[config.mk]
export PLATFORM = sky130hd
export DESIGN_NAME = key_event_sched_flat
export DESIGN_NICKNAME = d
export VERILOG_FILES = /design/src/rtl/key_event_sched_if.sv /design/src/rtl/key_event_sched.sv /design/src/flat_wrapper.sv
export SDC_FILE = /design/constraint.sdc
export NUM_CORES = 1
export LEC_CHECK = 0
export ABC_CLOCK_PERIOD_IN_PS = 6800
export CAP_MARGIN = 20
export CORE_MARGIN = 10
export CORE_UTILIZATION = 45
export CTS_CLUSTER_DIAMETER = 30
export DETAILED_ROUTE_END_ITERATION = 7
export GPL_ROUTABILITY_DRIVEN = 0
export SYNTH_ARGS = -nofsm -noshare
export SYNTH_HDL_FRONTEND = slang
export SYNTH_SLANG_ARGS = --single-unit
[constraint.sdc]
create_clock -name sys_clk -period 6.8 [get_ports sys_clk]
set_input_delay 0.68 -clock sys_clk [delete_from_list [all_inputs] [get_ports sys_clk]]
set_output_delay 0.68 -clock sys_clk [all_outputs]
set_load 0.02 [all_outputs]
[src/rtl/key_event_sched_if.sv]
// Event stream between the key scheduler and its UI/CPU consumer.
//   evt_valid  scheduler -> consumer  event available
//   evt_ready  consumer -> scheduler  transfer when evt_valid && evt_ready
//   evt_key    scheduler -> consumer  key index of the event
//   evt_type   scheduler -> consumer  0 PRESS, 1 RELEASE, 2 LONG, 3 REPEAT
//   evt_ovf    scheduler -> consumer  1-cycle pulse, a pending event was overwritten
interface key_event_sched_if #(
  parameter int NUM_KEYS = 4
);
  localparam int ID_W = (NUM_KEYS > 1) ? $clog2(NUM_KEYS) : 1;

  logic            evt_valid;
  logic            evt_ready;
  logic [ID_W-1:0] evt_key;
  logic [1:0]      evt_type;
  logic            evt_ovf;

  modport master (
    output evt_valid,
    output evt_key,
    output evt_type,
    output evt_ovf,
    input  evt_ready
  );

  modport slave (
    input  evt_valid,
    input  evt_key,
    input  evt_type,
    input  evt_ovf,
    output evt_ready
  );
endinterface

[src/rtl/key_event_sched.sv]
// Key event scheduler: classifies debounced key activity into PRESS / RELEASE /
// LONG / REPEAT events per key and serialises them onto one valid/ready stream
// through a round-robin arbiter.
// Ports:
//   sys_clk    system clock, rising edge
//   sys_rst    asynchronous reset, active-high
//   key_flag   per-key 1-cycle strobe: key_value[i] is newly stable
//   key_value  per-key debounced level, 0 = pressed, 1 = released
//   evt        event stream (master side of key_event_sched_if)
//
// Per-key FSM
//   state      | meaning
//   ST_IDLE    | key released, counter parked at 0
//   ST_PRESSED | key down, counting towards LONG
//   ST_LONG    | LONG posted, counting towards each REPEAT (if enabled)
module key_event_sched #(
  parameter int NUM_KEYS   = 4,
  parameter int CNT_W      = 32,
  parameter int LONG_CNT   = 50_000_000,
  parameter int REPEAT_CNT = 10_000_000
) (
  input  logic                sys_clk,
  input  logic                sys_rst,
  input  logic [NUM_KEYS-1:0] key_flag,
  input  logic [NUM_KEYS-1:0] key_value,
  key_event_sched_if.master   evt
);
  localparam int ID_W = (NUM_KEYS > 1) ? $clog2(NUM_KEYS) : 1;

  localparam logic [1:0] EVT_PRESS   = 2'd0;
  localparam logic [1:0] EVT_RELEASE = 2'd1;
  localparam logic [1:0] EVT_LONG    = 2'd2;
  localparam logic [1:0] EVT_REPEAT  = 2'd3;

  // Hold timers run downwards from interval-1; terminal count is zero.
  localparam logic [CNT_W-1:0] LONG_LD   = CNT_W'(LONG_CNT - 1);
  localparam logic [CNT_W-1:0] REPEAT_LD = (REPEAT_CNT > 0) ? CNT_W'(REPEAT_CNT - 1) : '0;

  typedef enum logic [1:0] {
    ST_IDLE    = 2'd0,
    ST_PRESSED = 2'd1,
    ST_LONG    = 2'd2
  } key_st_e;

  key_st_e             state_q   [NUM_KEYS];
  key_st_e             state_d   [NUM_KEYS];
  logic [CNT_W-1:0]    cnt_q     [NUM_KEYS];
  logic [CNT_W-1:0]    cnt_d     [NUM_KEYS];
  logic [NUM_KEYS-1:0] post;
  logic [1:0]          post_type [NUM_KEYS];

  logic [NUM_KEYS-1:0] pend_q;
  logic [1:0]          ptype_q   [NUM_KEYS];
  logic [ID_W-1:0]     rr_q;
  logic [ID_W-1:0]     win;
  logic                found;
  logic                load;
  logic [NUM_KEYS-1:0] grant;

  always_ff @(posedge sys_clk or posedge sys_rst) begin
    if (sys_rst) begin
      for (int i = 0; i < NUM_KEYS; i++) begin
        state_q[i] <= ST_IDLE;
        cnt_q[i]   <= '0;
      end
    end else begin
      for (int i = 0; i < NUM_KEYS; i++) begin
        state_q[i] <= state_d[i];
        cnt_q[i]   <= cnt_d[i];
      end
    end
  end

  always_comb begin
    for (int i = 0; i < NUM_KEYS; i++) begin
      state_d[i]   = state_q[i];
      cnt_d[i]     = cnt_q[i];
      post[i]      = 1'b0;
      post_type[i] = EVT_PRESS;
      case (state_q[i])
        ST_IDLE: begin
          cnt_d[i] = '0;
          if (key_flag[i] && !key_value[i]) begin
            post[i]    = 1'b1;
            cnt_d[i]   = LONG_LD;
            state_d[i] = ST_PRESSED;
          end
        end
        ST_PRESSED: begin
          // Release outranks a terminal count landing in the same cycle.
          if (key_flag[i] && key_value[i]) begin
            post[i]      = 1'b1;
            post_type[i] = EVT_RELEASE;
            cnt_d[i]     = '0;
            state_d[i]   = ST_IDLE;
          end else if (cnt_q[i] == '0) begin
            post[i]      = 1'b1;
            post_type[i] = EVT_LONG;
            cnt_d[i]     = REPEAT_LD;
            state_d[i]   = ST_LONG;
          end else begin
            cnt_d[i] = cnt_q[i] - 1'b1;
          end
        end
        ST_LONG: begin
          if (key_flag[i] && key_value[i]) begin
            post[i]      = 1'b1;
            post_type[i] = EVT_RELEASE;
            cnt_d[i]     = '0;
            state_d[i]   = ST_IDLE;
          end else if (REPEAT_CNT == 0) begin
            cnt_d[i] = '0;
          end else if (cnt_q[i] == '0) begin
            post[i]      = 1'b1;
            post_type[i] = EVT_REPEAT;
            cnt_d[i]     = REPEAT_LD;
          end else begin
            cnt_d[i] = cnt_q[i] - 1'b1;
          end
        end
        default: begin
          state_d[i] = ST_IDLE;
          cnt_d[i]   = '0;
        end
      endcase
    end
  end

  // Round-robin pick: first pending key at or above the pointer, wrapping.
  always_comb begin
    found = 1'b0;
    win   = '0;
    grant = '0;
    for (int off = 0; off < NUM_KEYS; off++) begin
      if (!found && pend_q[ID_W'((int'(rr_q) + off) % NUM_KEYS)]) begin
        found = 1'b1;
        win   = ID_W'((int'(rr_q) + off) % NUM_KEYS);
      end
    end
    load = !evt.evt_valid || evt.evt_ready;
    if (load && found) begin
      grant[win] = 1'b1;
    end
  end

  always_ff @(posedge sys_clk or posedge sys_rst) begin
    if (sys_rst) begin
      pend_q        <= '0;
      rr_q          <= '0;
      evt.evt_valid <= 1'b0;
      evt.evt_key   <= '0;
      evt.evt_type  <= '0;
      evt.evt_ovf   <= 1'b0;
      for (int i = 0; i < NUM_KEYS; i++) begin
        ptype_q[i] <= '0;
      end
    end else begin
      // A post always wins the slot; when it coincides with a grant the old
      // type has already been taken, so the new one simply stays pending.
      for (int i = 0; i < NUM_KEYS; i++) begin
        if (post[i]) begin
          pend_q[i]  <= 1'b1;
          ptype_q[i] <= post_type[i];
        end else if (grant[i]) begin
          pend_q[i] <= 1'b0;
        end
      end
      evt.evt_ovf <= |(post & pend_q & ~grant);
      if (load) begin
        if (found) begin
          evt.evt_valid <= 1'b1;
          evt.evt_key   <= win;
          evt.evt_type  <= ptype_q[win];
          rr_q          <= ID_W'((int'(win) + 1) % NUM_KEYS);
        end else begin
          evt.evt_valid <= 1'b0;
        end
      end
    end
  end
endmodule

[src/flat_wrapper.sv]
// flat-port wrapper written by rule: the top's interface ports become plain ports
module key_event_sched_flat 
#(
  parameter int NUM_KEYS   = 4,
  parameter int CNT_W      = 32,
  parameter int LONG_CNT   = 50_000_000,
  parameter int REPEAT_CNT = 10_000_000
)
  (sys_clk, sys_rst, key_flag, key_value, evt_evt_valid, evt_evt_key, evt_evt_type, evt_evt_ovf, evt_evt_ready);
  key_event_sched_if #(.NUM_KEYS(NUM_KEYS)) evt_i ();
  input  logic sys_clk;
  input  logic sys_rst;
  input  logic [NUM_KEYS-1:0] key_flag;
  input  logic [NUM_KEYS-1:0] key_value;
  output wire logic [$bits(evt_i.evt_valid)-1:0] evt_evt_valid;
  output wire logic [$bits(evt_i.evt_key)-1:0] evt_evt_key;
  output wire logic [$bits(evt_i.evt_type)-1:0] evt_evt_type;
  output wire logic [$bits(evt_i.evt_ovf)-1:0] evt_evt_ovf;
  input wire logic [$bits(evt_i.evt_ready)-1:0] evt_evt_ready;
  assign evt_evt_valid = evt_i.evt_valid;
  assign evt_evt_key = evt_i.evt_key;
  assign evt_evt_type = evt_i.evt_type;
  assign evt_evt_ovf = evt_i.evt_ovf;
  assign evt_i.evt_ready = evt_evt_ready;
  key_event_sched #(.NUM_KEYS(NUM_KEYS), .CNT_W(CNT_W), .LONG_CNT(LONG_CNT), .REPEAT_CNT(REPEAT_CNT)) u_core (.sys_clk(sys_clk), .sys_rst(sys_rst), .key_flag(key_flag), .key_value(key_value), .evt(evt_i));
endmodule
==> results of run 1 <==
-- power groups by stage --
stage | Sequential (W) | Combinational [W] | Clock [W]
after floorplan | 0.00151 | 0.00177 | 0
after global placement | 0.00157 | 0.00217 | 0
after detailed placement | 0.00158 | 0.00218 | 0
after CTS | 0.00157 | 0.00220 | 0.000952
after global routing | 0.00162 | 0.00250 | 0.000992
final | 0.00157 | 0.00219 | 0.000931
-- cell usage in the layout, fill, tap and decap left out, types with 6 or more instances in the layout --
master,n
dfrtp_1,156
nor2_1,103
o21ai_0,78
nand2_1,72
xnor2_1,68
nor3_1,50
nor4_1,46
xor2_1,34
a21oi_1,32
ha_1,28
inv_1,24
or3_1,23
nand3_1,19
nand2b_1,18
clkbuf_16,17
clkdlybuf4s50_1,16
or4_1,12
nand4_1,11
a21o_1,8
mux2i_1,8
or4_4,6
nor2b_1,6
mux2_2,6
and3_1,6
buf_4,6
-- area by class of cell --
| class | instances | area (um2) |
|---|---|---|
| clock inverters | 11 | 120.1 |
| well taps | 234 | 292.8 |
| flip-flops and latches | 156 | 3904 |
| fillers | 1779 | 9204 |
| multi-input cells | 711 | 4488 |
| clock buffers | 21 | 450.4 |
| repair buffers | 23 | 210.2 |
| inverters | 25 | 98.84 |
-- logic make-up after synthesis --
kind of cell / count (synthesis) / synth area share (%)
XOR/XNOR: 102 / 10.37
buffers and inverters: 57 / 2.745
adder cells (fa/ha/maj): 28 / 4.066
multiplexers: 14 / 1.714
AND/OR/NAND/NOR: 402 / 24.25
flip-flops: 156 / 45.31
AO/OA/AOI/OAI: 165 / 11.55
-- critical path, stage by stage, from the launching register on --
cell and delay (ps):
dfrtp_1 410, nor4_1 580, nand4b_1 680, or3_1 650
nand2b_1 520, o21ai_0 210
-- per-stage QoR --
stage	area [um2]	cells	util, %	worst slack, ps
after CTS	9559	1180	50.93	3545
after detailed placement	8989	1148	47.89	3563
after global routing	9564	1181	50.96	3193
after floorplan	8616	924	-	1913
final	9564	1181	50.96	3575
after global placement	8989	1148	47.89	3693
-- routing by layer --
metal,share of wire (%),track usage [%]
met1,50,20.54
met2,47,24.48
met3,2.5,3.346
met4,1.0,3.794
met5,0,0
-- how the worst max path moves through the flow --
stage	depth (start not counted)	end	start
floorplan	1	u_core.cnt_q[0]	sys_rst
global placement	5	u_core.cnt_q[110]	u_core.cnt_q[106]
detailed placement	5	u_core.cnt_q[118]	u_core.cnt_q[106]
CTS	5	u_core.cnt_q[110]	u_core.cnt_q[106]
global route	5	u_core.cnt_q[109]	u_core.cnt_q[106]
finish	5	u_core.cnt_q[113]	u_core.cnt_q[106]
-- flip-flops by register name (all words and copies together) (netlist names) --
name,cells
u_core.evt.evt_type,2
u_core.evt.evt_valid,1
u_core.rr_q,2
u_core.ptype_q,8
u_core.state_q,8
u_core.cnt_q,128
u_core.pend_q,4
u_core.evt.evt_ovf,1
u_core.evt.evt_key,2
==> summary.md, run 1 <==
| Metric | Value |
|---|---|
| Drc violations | `0` |
| CTS Buf Count | `17` |
| Top FF cell, synth | `dfrtp_1` |
| Number of I/O pins | `17` |
| # setup viols final | `0` |
| CTS clock-pin slew for the worst setup and hold paths | `60 ps` |
| Post-synth top area share | `roughly 45%` |
| WL per Instance | `15.40 um` |
| Flop2flop setup slack | `3570 ps` |
| Post-synth cell types | `slightly below 60` |
| Setup bufs post-CTS | `0` |
| Worst slew pin tran | `around 1000 ps` |
| IO buf count | `16` |
| Via density | `approximately 5.6` |
| Area growth, synth to finish | `11.01%` |
| Row count | `50` |
| Crit path DAT | `between 3000 and 4000 ps` |
| #FFs+latches synth | `~160` |
| Worst slew margin | `between 30% and 40%` |
| Routed via count | `6600` |
| NetSw | `roughly 0.002 W` |
| RR Endpoint | `u_core.cnt_q[113]` |
| Clock power frac | `roughly 20%` |
| Hold_sp | `u_core.ptype_q[5]` |
| Final Hold Vio Count | `0` |
| Critical path class | `flop to flop` |
| CTS resizes | `0` |
| Worst-case clock buffer depth | `2` |
| Starting density of the core | `45.91%` |
| Pwr Density | `a little under 500 mW/mm2` |
| Max VDD drop | `around 0.23 mV` |
| Crit path launch type | `flop` |
| Share of layout cells above drive strength 1 | `approximately 6.0%` |
| Register area share after synthesis | `45.31%` |
| GRT Resource Usage Total | `between 10% and 20%` |
| Count leader, synth | `dfrtp_1` |
| Gr ovfl total | `0` |
| First-pass GRT wire length | `around 32000 um` |
| Final period util | `a little under half` |
| EDFF count, synth | `0` |
| Worst Setup End Kind | `flop` |
| Combinational share of power | `between 40% and 50%` |
| WP data required | `7060 ps` |
| Pleak | `between 4 and 5 nW` |
| Worst min path class | `flop to flop` |
| Cells after synthesis | `between 900 and 1000` |
| Die W | `158.4 um` |
| Max Cap Viol | `0` |
| Sw Ratio | `between 40% and 50%` |
| FF-to-FF Start | `u_core.cnt_q[106]` |
| Root Driver | `clkbuf_16` |
| Hold Path Cell Cnt | `1` |
| Sink Count | `between 150 and 200` |
| Detailed Place HPWL | `between 10000 and 15000 um` |
| First-pass DRT Iterations | `4` |
| Hold Slack | `just over 500 ps` |
| Fin. max-slew vios | `0` |
| Crit Path Max Fanout | `18` |
| Hold EP | `u_core.ptype_q[5]` |
| Yosys warns | `0` |
| Vias in the first global route | `around 6400` |
| Core area | `around 0.019 mm2` |
| Netlist Area Pre-Place | `around 0.0086 mm2` |
| Number of antenna violations at the first check in global routing | `0` |
| Largest net degree at the start of global routing | `92` |
| Clock tree from TritonCTS | `built` |
| PnR Total Power | `roughly 0.0047 W` |
| Die height | `158.4 um` |
| Syn_area_per_cell | `between 9 and 10 um2` |
| NumNets Final | `approximately 970` |
| Int Pwr | `about 0.0027 W` |
| Synth area leaders | `dfrtp_1 45%, xnor2_1 6.9%, o21ai_0 4.5%` |
| Fmax | `310.1 MHz` |
| Leading area contributor after synthesis | `dfrtp_1` |
| Routed WL | `about 18000 um` |
| Hold buffers post-CTS | `0` |
| RSZ-0062 raised after global routing | `false` |
| Commonest cells post-synth | `156 x dfrtp_1, 103 x nor2_1, 78 x o21ai_0, 72 x nand2_1, 68 x xnor2_1` |
| Skew-Pair Late Insertion Delay | `between 400 and 500 ps` |
| Sequential power share | `~34%` |
| Final TNS setup | `0 ps` |
| Status | `complete, no violations` |
| H-tree depth | `4` |
| Ant. Diodes | `0` |
| Syn Nets | `963` |
| Post-synth ARST share | `100.0%` |
| Routed Antenna Nets | `0` |
| Crit path time final | `between 3000 and 4000 ps` |
| Clock skew | `11.36 ps` |
| Die Footprint | `0.02508 mm2` |
| DR iter-0 viols | `approximately 340` |
| Worst r2r path cells | `5` |
(Power assumes the default switching activity.)
==> run 2, diff against run 1 <==
--- a/config.mk
+++ b/config.mk
@@ -5,7 +5,7 @@
 export SDC_FILE = /design/constraint.sdc
 export NUM_CORES = 1
 export LEC_CHECK = 0
-export ABC_CLOCK_PERIOD_IN_PS = 6800
+export ABC_CLOCK_PERIOD_IN_PS = 3200
 export CAP_MARGIN = 20
 export CORE_MARGIN = 10
 export CORE_UTILIZATION = 45
==> constraint.sdc (replaced) <==
create_clock -name sys_clk -period 3.2 [get_ports sys_clk]
set_input_delay 0.32 -clock sys_clk [delete_from_list [all_inputs] [get_ports sys_clk]]
set_output_delay 0.32 -clock sys_clk [all_outputs]
set_load 0.02 [all_outputs]
==> run 2 against run 1 <==
Combinational power grew 130%. Critical path depth is the same. Flip-flop and latch count is the same. Utilization grew 1.3 points. Register-to-register slack lost 3300 ps. Maximum frequency grew 11%. Largest power group unchanged.
==> summary.md, run 2 (synthesis results as in run 1) <==
| Metric | Value |
|---|---|
| Routed via count | `6653` |
| Int Pwr | `a little under 0.006 W` |
| Combinational share of power | `48.2%` |
| Row count | `50` |
| Clock power frac | `a little under 20%` |
| Starting density of the core | `around 46%` |
| Buf/Inv on CP | `0` |
| Setup bufs post-CTS | `0` |
| Crit path time final | `~2900 ps` |
| First-pass DRT Iterations | `5` |
| Reg with most FFs | `u_core.cnt_q` |
| Pwr Density | `around 1000 mW/mm2` |
| Ant. Diodes | `0` |
| Met3 WL | `446 um` |
| Number of flip-flops in the largest register | `approximately 130` |
| Worst slew margin | `55.40%` |
| Met2 wire length | `8396 um` |
| Max Cap Viol | `0` |
| Non-Filler Instances | `~1200` |
| Pleak | `approximately 4.3 nW` |
| Crit path depth | `5` |
| Hold buffers post-CTS | `0` |
| Flop2flop setup slack | `about 290 ps` |
| Die W | `about 160 um` |
| Gr ovfl total | `0` |
| CTS Buf Count | `17` |
| Number of antenna violations at the first check in global routing | `0` |
| Status | `complete, no violations` |
| Crit Path Max Fanout | `18` |
| Crit path launch type | `flop` |
| Via density | `approximately 5.5` |
| CTS resizes | `0` |
| Cell family with most CP delay | `simple AND/OR/NAND/NOR gates` |
| Crit path DAT | `3190 ps` |
| RSZ-0062 raised after global routing | `false` |
| Most Frequent Cell on Critical Path | `or4_1` |
| Sw Ratio | `around 42%` |
| Critical path class | `flop to flop` |
| Final Hold Vio Count | `0` |
| Worst Setup End Kind | `flop` |
| Die Footprint | `~0.025 mm2` |
| Placed cell areas | `a little over 0.009 mm2` |
| Routed WL | `roughly 18000 um` |
| FF-to-FF Start | `u_core.cnt_q[89]` |
| Max VDD drop | `roughly 0.47 mV` |
| Share of layout cells above drive strength 1 | `8.727%` |
| Crit-path slowest cell | `or4_1` |
| Final TNS setup | `0 ps` |
| Largest net degree at the start of global routing | `58` |
| Sequential power share | `about a third` |
| WL per Instance | `around 15 um` |
| Placed insts | `between 1000 and 1500` |
| H-tree depth | `4` |
| GRT Resource Usage Total | `15.45%` |
| Worst min path class | `input pin to asynchronous set/reset pin` |
| Root Driver | `clkbuf_16` |
| CTS clock-pin slew for the worst setup and hold paths | `roughly 60 ps` |
| Core area | `roughly 0.019 mm2` |
| Fmax | `approximately 340 MHz` |
| Fin. max-slew vios | `0` |
| IO buf count | `16` |
| CP Cell Sequence | `or4_4, or4_1, or4_1, nand3_2, o21ai_0` |
| NetSw | `around 0.0043 W` |
| Number of I/O pins | `17` |
| CP peak stage delay | `760 ps` |
| Detailed Place HPWL | `between 10000 and 15000 um` |
| Sink Count | `~160` |
| Worst slew pin tran | `about 670 ps` |
| Worst r2r path cells | `5` |
| NumNets Final | `1001` |
| Top Layer Used | `met4` |
| # setup viols final | `0` |
| First-pass GRT wire length | `around 32000 um` |
| Most frequent cells in the layout | `156 x dfrtp_1, 103 x nor2_1, 78 x o21ai_0, 72 x nand2_1, 68 x xnor2_1` |
| Vias in the first global route | `between 6000 and 7000` |
| Final period util | `between 90% and 100%` |
| DR iter-0 viols | `between 300 and 400` |
| RR Endpoint | `u_core.cnt_q[89]` |
| M1 WL | `~9300 um` |
| Area growth, synth to finish | `13.84%` |
| Worst-case clock buffer depth | `2` |
| Skew-Pair Late Insertion Delay | `about 420 ps` |
| Commonest non-fill, non-tap cell in the layout | `dfrtp_1` |
| Clock tree from TritonCTS | `built` |
| Routed Antenna Nets | `0` |
| Post-route cell area | `between 0.009 and 0.01 mm2` |
| Clock skew | `12.57 ps` |
| Largest registers | `u_core.cnt_q: 128 flops, u_core.ptype_q: 8 flops, u_core.state_q: 8 flops` |
| WP data required | `between 3000 and 4000 ps` |
| Drc violations | `0` |
| Die height | `158.4 um` |
==> run 2: cell count changes in the layout (fill, tap and decap cells not counted), sizes merged <==
cell	previous run	this run
clkbuf	22	21
buf	6	35
clkinv	6	4
inv	25	24
clkinvlp	3	5
==> run 2: layer usage <==
metal | track usage, % | vias up
li1 | - | 3368
met1 | 20.98 | 3214
met2 | 24.50 | 55
met3 | 3.481 | 16
met5 | 0 | -
met4 | 3.749 | 0
==> run 2: worst reg2reg max path: cells and delay by family (launching register included) <==
family / cells / cell delay (ps)
flip-flops: 1 / 420
AND/OR/NAND/NOR: 4 / 2190
AO/OA/AOI/OAI: 1 / 170
==> run 2: area by class of cell <==
class | count | area (um2)
inverter | 25 | 97.59
sequential | 156 | 3904
timing repair buffer | 51 | 447.9
tap | 234 | 292.8
clock buffer | 21 | 460.4
multi-input combinational | 711 | 4488
fill | 1750 | 8960
clock inverter | 10 | 117.6
==> run 2: worst max path at each step <==
stage	from	endpoint
3_3_place_gp	u_core.cnt_q[89]	u_core.cnt_q[89]
6_report	u_core.cnt_q[89]	u_core.cnt_q[89]
5_1_grt	u_core.cnt_q[89]	u_core.cnt_q[81]
3_5_place_dp	u_core.cnt_q[89]	u_core.cnt_q[89]
2_1_floorplan	u_core.cnt_q[13]	u_core.state_q[0]
4_1_cts	u_core.cnt_q[89]	u_core.cnt_q[89]
==> run 2: through the flow <==
stage               setup WS [ps]  power, W  util, %  hold WS (ps)
floorplan                   575.4  0.006974        -         467.2
global placement            404.7  0.008256    49.18         466.1
detailed placement          291.9  0.008298    49.18         462.1
CTS                         283.4   0.01036    52.26         357.2
global route                156.1   0.01121    52.26         371.3
finish                      289.3   0.01028    52.26         343.3
==> run 2: power by group through the flow <==
stage               Combinational [W]  Sequential [W]  Clock (W)
finish                        0.00495         0.00334    0.00199
global route                  0.00564         0.00345    0.00213
CTS                           0.00499         0.00333    0.00204
detailed placement            0.00495         0.00335          0
global placement              0.00491         0.00335          0
floorplan                     0.00377         0.00321          0
==> run 3, diff against run 2 <==
--- a/config.mk
+++ b/config.mk
@@ -8,10 +8,12 @@
 export ABC_CLOCK_PERIOD_IN_PS = 3200
 export CAP_MARGIN = 20
 export CORE_MARGIN = 10
-export CORE_UTILIZATION = 45
+export CORE_UTILIZATION = 55
+export CTS_BUF_LIST = sky130_fd_sc_hd__clkbuf_4 sky130_fd_sc_hd__clkbuf_8
 export CTS_CLUSTER_DIAMETER = 30
 export DETAILED_ROUTE_END_ITERATION = 7
 export GPL_ROUTABILITY_DRIVEN = 0
+export PLACE_DENSITY = 0.72
 export SYNTH_ARGS = -nofsm -noshare
 export SYNTH_HDL_FRONTEND = slang
 export SYNTH_SLANG_ARGS = --single-unit
==> run 3 against run 2 <==
Critical path depth did not move. Hold slack improved by 100 ps. Maximum frequency rose by 1.3%. Clock power fell by 22%. Sequential share of layout area rose by 0.86 points. Clock-buffer cell count rose by 1. Flip-flop and latch count did not move. Die area fell by 16%. First-iteration DRC count rose by 75%. Setup slack improved by 37 ps. Critical endpoint is now u_core.cnt_q[81]. Largest cell class unchanged. Largest power group unchanged.
==> summary.md, run 3 (synthesis results as in run 1) <==
| Metric | Value |
|---|---|
| Clock power frac | `between 10% and 20%` |
| Skew-Pair Late Insertion Delay | `about 460 ps` |
| Critical path class | `flop to flop` |
| Worst-case clock buffer depth | `2` |
| Gr ovfl total | `0` |
| Die W | `between 100 and 150 um` |
| Crit-path slowest cell | `or4_1` |
| Crit path DAT | `3180 ps` |
| Routed Antenna Nets | `0` |
| Ant. Diodes | `0` |
| Number of antenna violations at the first check in global routing | `0` |
| Status | `complete, no violations` |
| Buf/Inv on CP | `0` |
| Commonest non-fill, non-tap cell in the layout | `dfrtp_1` |
| Sink Count | `roughly 160` |
| H-tree depth | `4` |
| Largest net degree at the start of global routing | `between 150 and 200` |
| RSZ-0062 raised after global routing | `false` |
| # setup viols final | `0` |
| Flop2flop setup slack | `between 300 and 400 ps` |
| NumNets Final | `1000` |
| CP Cell Sequence | `or4_4, or4_1, or4_1, nand3_2, o21ai_0` |
| GRT Resource Usage Total | `17.14%` |
| Core area | `between 0.015 and 0.02 mm2` |
| RR Endpoint | `u_core.cnt_q[81]` |
| CTS Buf Count | `17` |
| Number of I/O pins | `17` |
| Die height | `145.2 um` |
| Row count | `between 40 and 50` |
| Worst slew margin | `roughly 45%` |
| First-pass GRT wire length | `between 30000 and 40000 um` |
| Cell family with most CP delay | `simple AND/OR/NAND/NOR gates` |
| Starting density of the core | `56.47%` |
| Sequential power share | `33.8%` |
| Crit path launch type | `flop` |
| Most Frequent Cell on Critical Path | `or4_1` |
| Worst r2r path cells | `5` |
| Final period util | `about 90%` |
| Final Hold Vio Count | `0` |
| Routed via count | `a little under 7000` |
| Pwr Density | `slightly above 1000 mW/mm2` |
| Combinational share of power | `50.4%` |
| WL per Instance | `between 15 and 20 um` |
| Crit path time final | `around 2900 ps` |
| Placed cell areas | `just over 0.009 mm2` |
| CTS clock-pin slew for the worst setup and hold paths | `approximately 80 ps` |
| Number of flip-flops in the largest register | `128` |
| Hold buffers post-CTS | `0` |
| WP data required | `3510 ps` |
| Detailed Place HPWL | `12010 um` |
| Clock skew | `roughly 13 ps` |
| Share of layout cells above drive strength 1 | `under 10%` |
| Crit Path Max Fanout | `18` |
| FF-to-FF Start | `u_core.cnt_q[89]` |
| Sw Ratio | `a little over two fifths` |
| Final TNS setup | `0 ps` |
| Root Driver | `clkbuf_8` |
| DR iter-0 viols | `532` |
| Fin. max-slew vios | `0` |
| Clock tree from TritonCTS | `built` |
| IO buf count | `16` |
| First-pass DRT Iterations | `5` |
| Worst min path class | `input pin to asynchronous set/reset pin` |
| Worst slew pin tran | `between 800 and 900 ps` |
| Post-route cell area | `~0.0096 mm2` |
| Die Footprint | `between 0.02 and 0.025 mm2` |
| Setup bufs post-CTS | `0` |
| CTS resizes | `0` |
| Fmax | `between 300 and 400 MHz` |
| Largest registers | `u_core.cnt_q: 128 flops, u_core.ptype_q: 8 flops, u_core.state_q: 8 flops` |
| Worst Setup End Kind | `flop` |
| CP peak stage delay | `around 750 ps` |
| Via density | `a little under 6` |
| Routed WL | `18160 um` |
| Area growth, synth to finish | `11.43%` |
| Pleak | `about 4.2 nW` |
| Vias in the first global route | `6524` |
| Most frequent cells in the layout | `156 x dfrtp_1, 103 x nor2_1, 78 x o21ai_0, 72 x nand2_1, 68 x xnor2_1` |
| Drc violations | `0` |
| Max Cap Viol | `0` |
| Int Pwr | `~0.0056 W` |
| Max VDD drop | `0.6402 mV` |
| NetSw | `0.004313 W` |
| Reg with most FFs | `u_core.cnt_q` |
[run 3: cell types whose count changed in the layout (fill, tap and decap cells not counted)]
cell,previous run,this run
bufinv_16,2,3
clkinv_2,2,1
buf_12,2,1
clkbuf_4,0,4
clkbuf_1,2,0
clkbuf_16,17,0
clkbuf_8,2,18
clkinvlp_4,5,6
clkinv_4,2,1
[run 3: cell type report]
class                   instances  area, um2
repair buffers                 50      427.9
well taps                     211      264.0
fillers                      1249       5658
multi-input cells             711       4488
clock buffers                  22      277.8
flip-flops and latches        156       3904
clock inverters                10      141.4
inverters                      25      97.59
[run 3: per-stage QoR]
step                      setup WS, ps  total power (W)  hold slack (ps)  util, %  cells
final                            326.2         0.009915            444.4    62.92   1185
after global routing             193.8          0.01075            501.6    62.92   1185
after CTS                        323.5         0.009932            490.1    62.92   1185
after detailed placement         328.2         0.008303            492.2    60.17   1153
after global placement           419.7         0.008206            489.5    60.17   1153
after floorplan                  575.4         0.006974            467.2        -    924
[run 3: layer usage]
metal,GRT usage (%),wire (um),vias up
li1,-,-,3379
met1,22.31,8740,3344
met2,27.74,8600,103
met3,3.943,595,15
met4,5.359,220,0
met5,0,0,-
[run 3: worst min-delay path, cell delays in order]
cell and delay, ps:
clkdlybuf4s50_1 440, clkinvlp_4 90, buf_12 570
[run 3: power groups by stage]
stage | registers (W) | clock network (W) | logic [W]
after CTS | 0.00334 | 0.00160 | 0.00499
after global routing | 0.00345 | 0.00169 | 0.00561
after detailed placement | 0.00336 | 0 | 0.00494
final | 0.00335 | 0.00156 | 0.00500
after global placement | 0.00334 | 0 | 0.00486
after floorplan | 0.00321 | 0 | 0.00377
[run 3: worst max-delay path by stage]
stage	depth (start not counted)	slack, ps	from	to
final	5	330	u_core.cnt_q[89]	u_core.cnt_q[81]
after global routing	5	190	u_core.cnt_q[89]	u_core.cnt_q[89]
after CTS	5	320	u_core.cnt_q[89]	u_core.cnt_q[81]
after detailed placement	5	330	u_core.cnt_q[89]	u_core.cnt_q[77]
after global placement	5	420	u_core.cnt_q[89]	u_core.cnt_q[85]
after floorplan	6	580	u_core.cnt_q[13]	u_core.state_q[0]
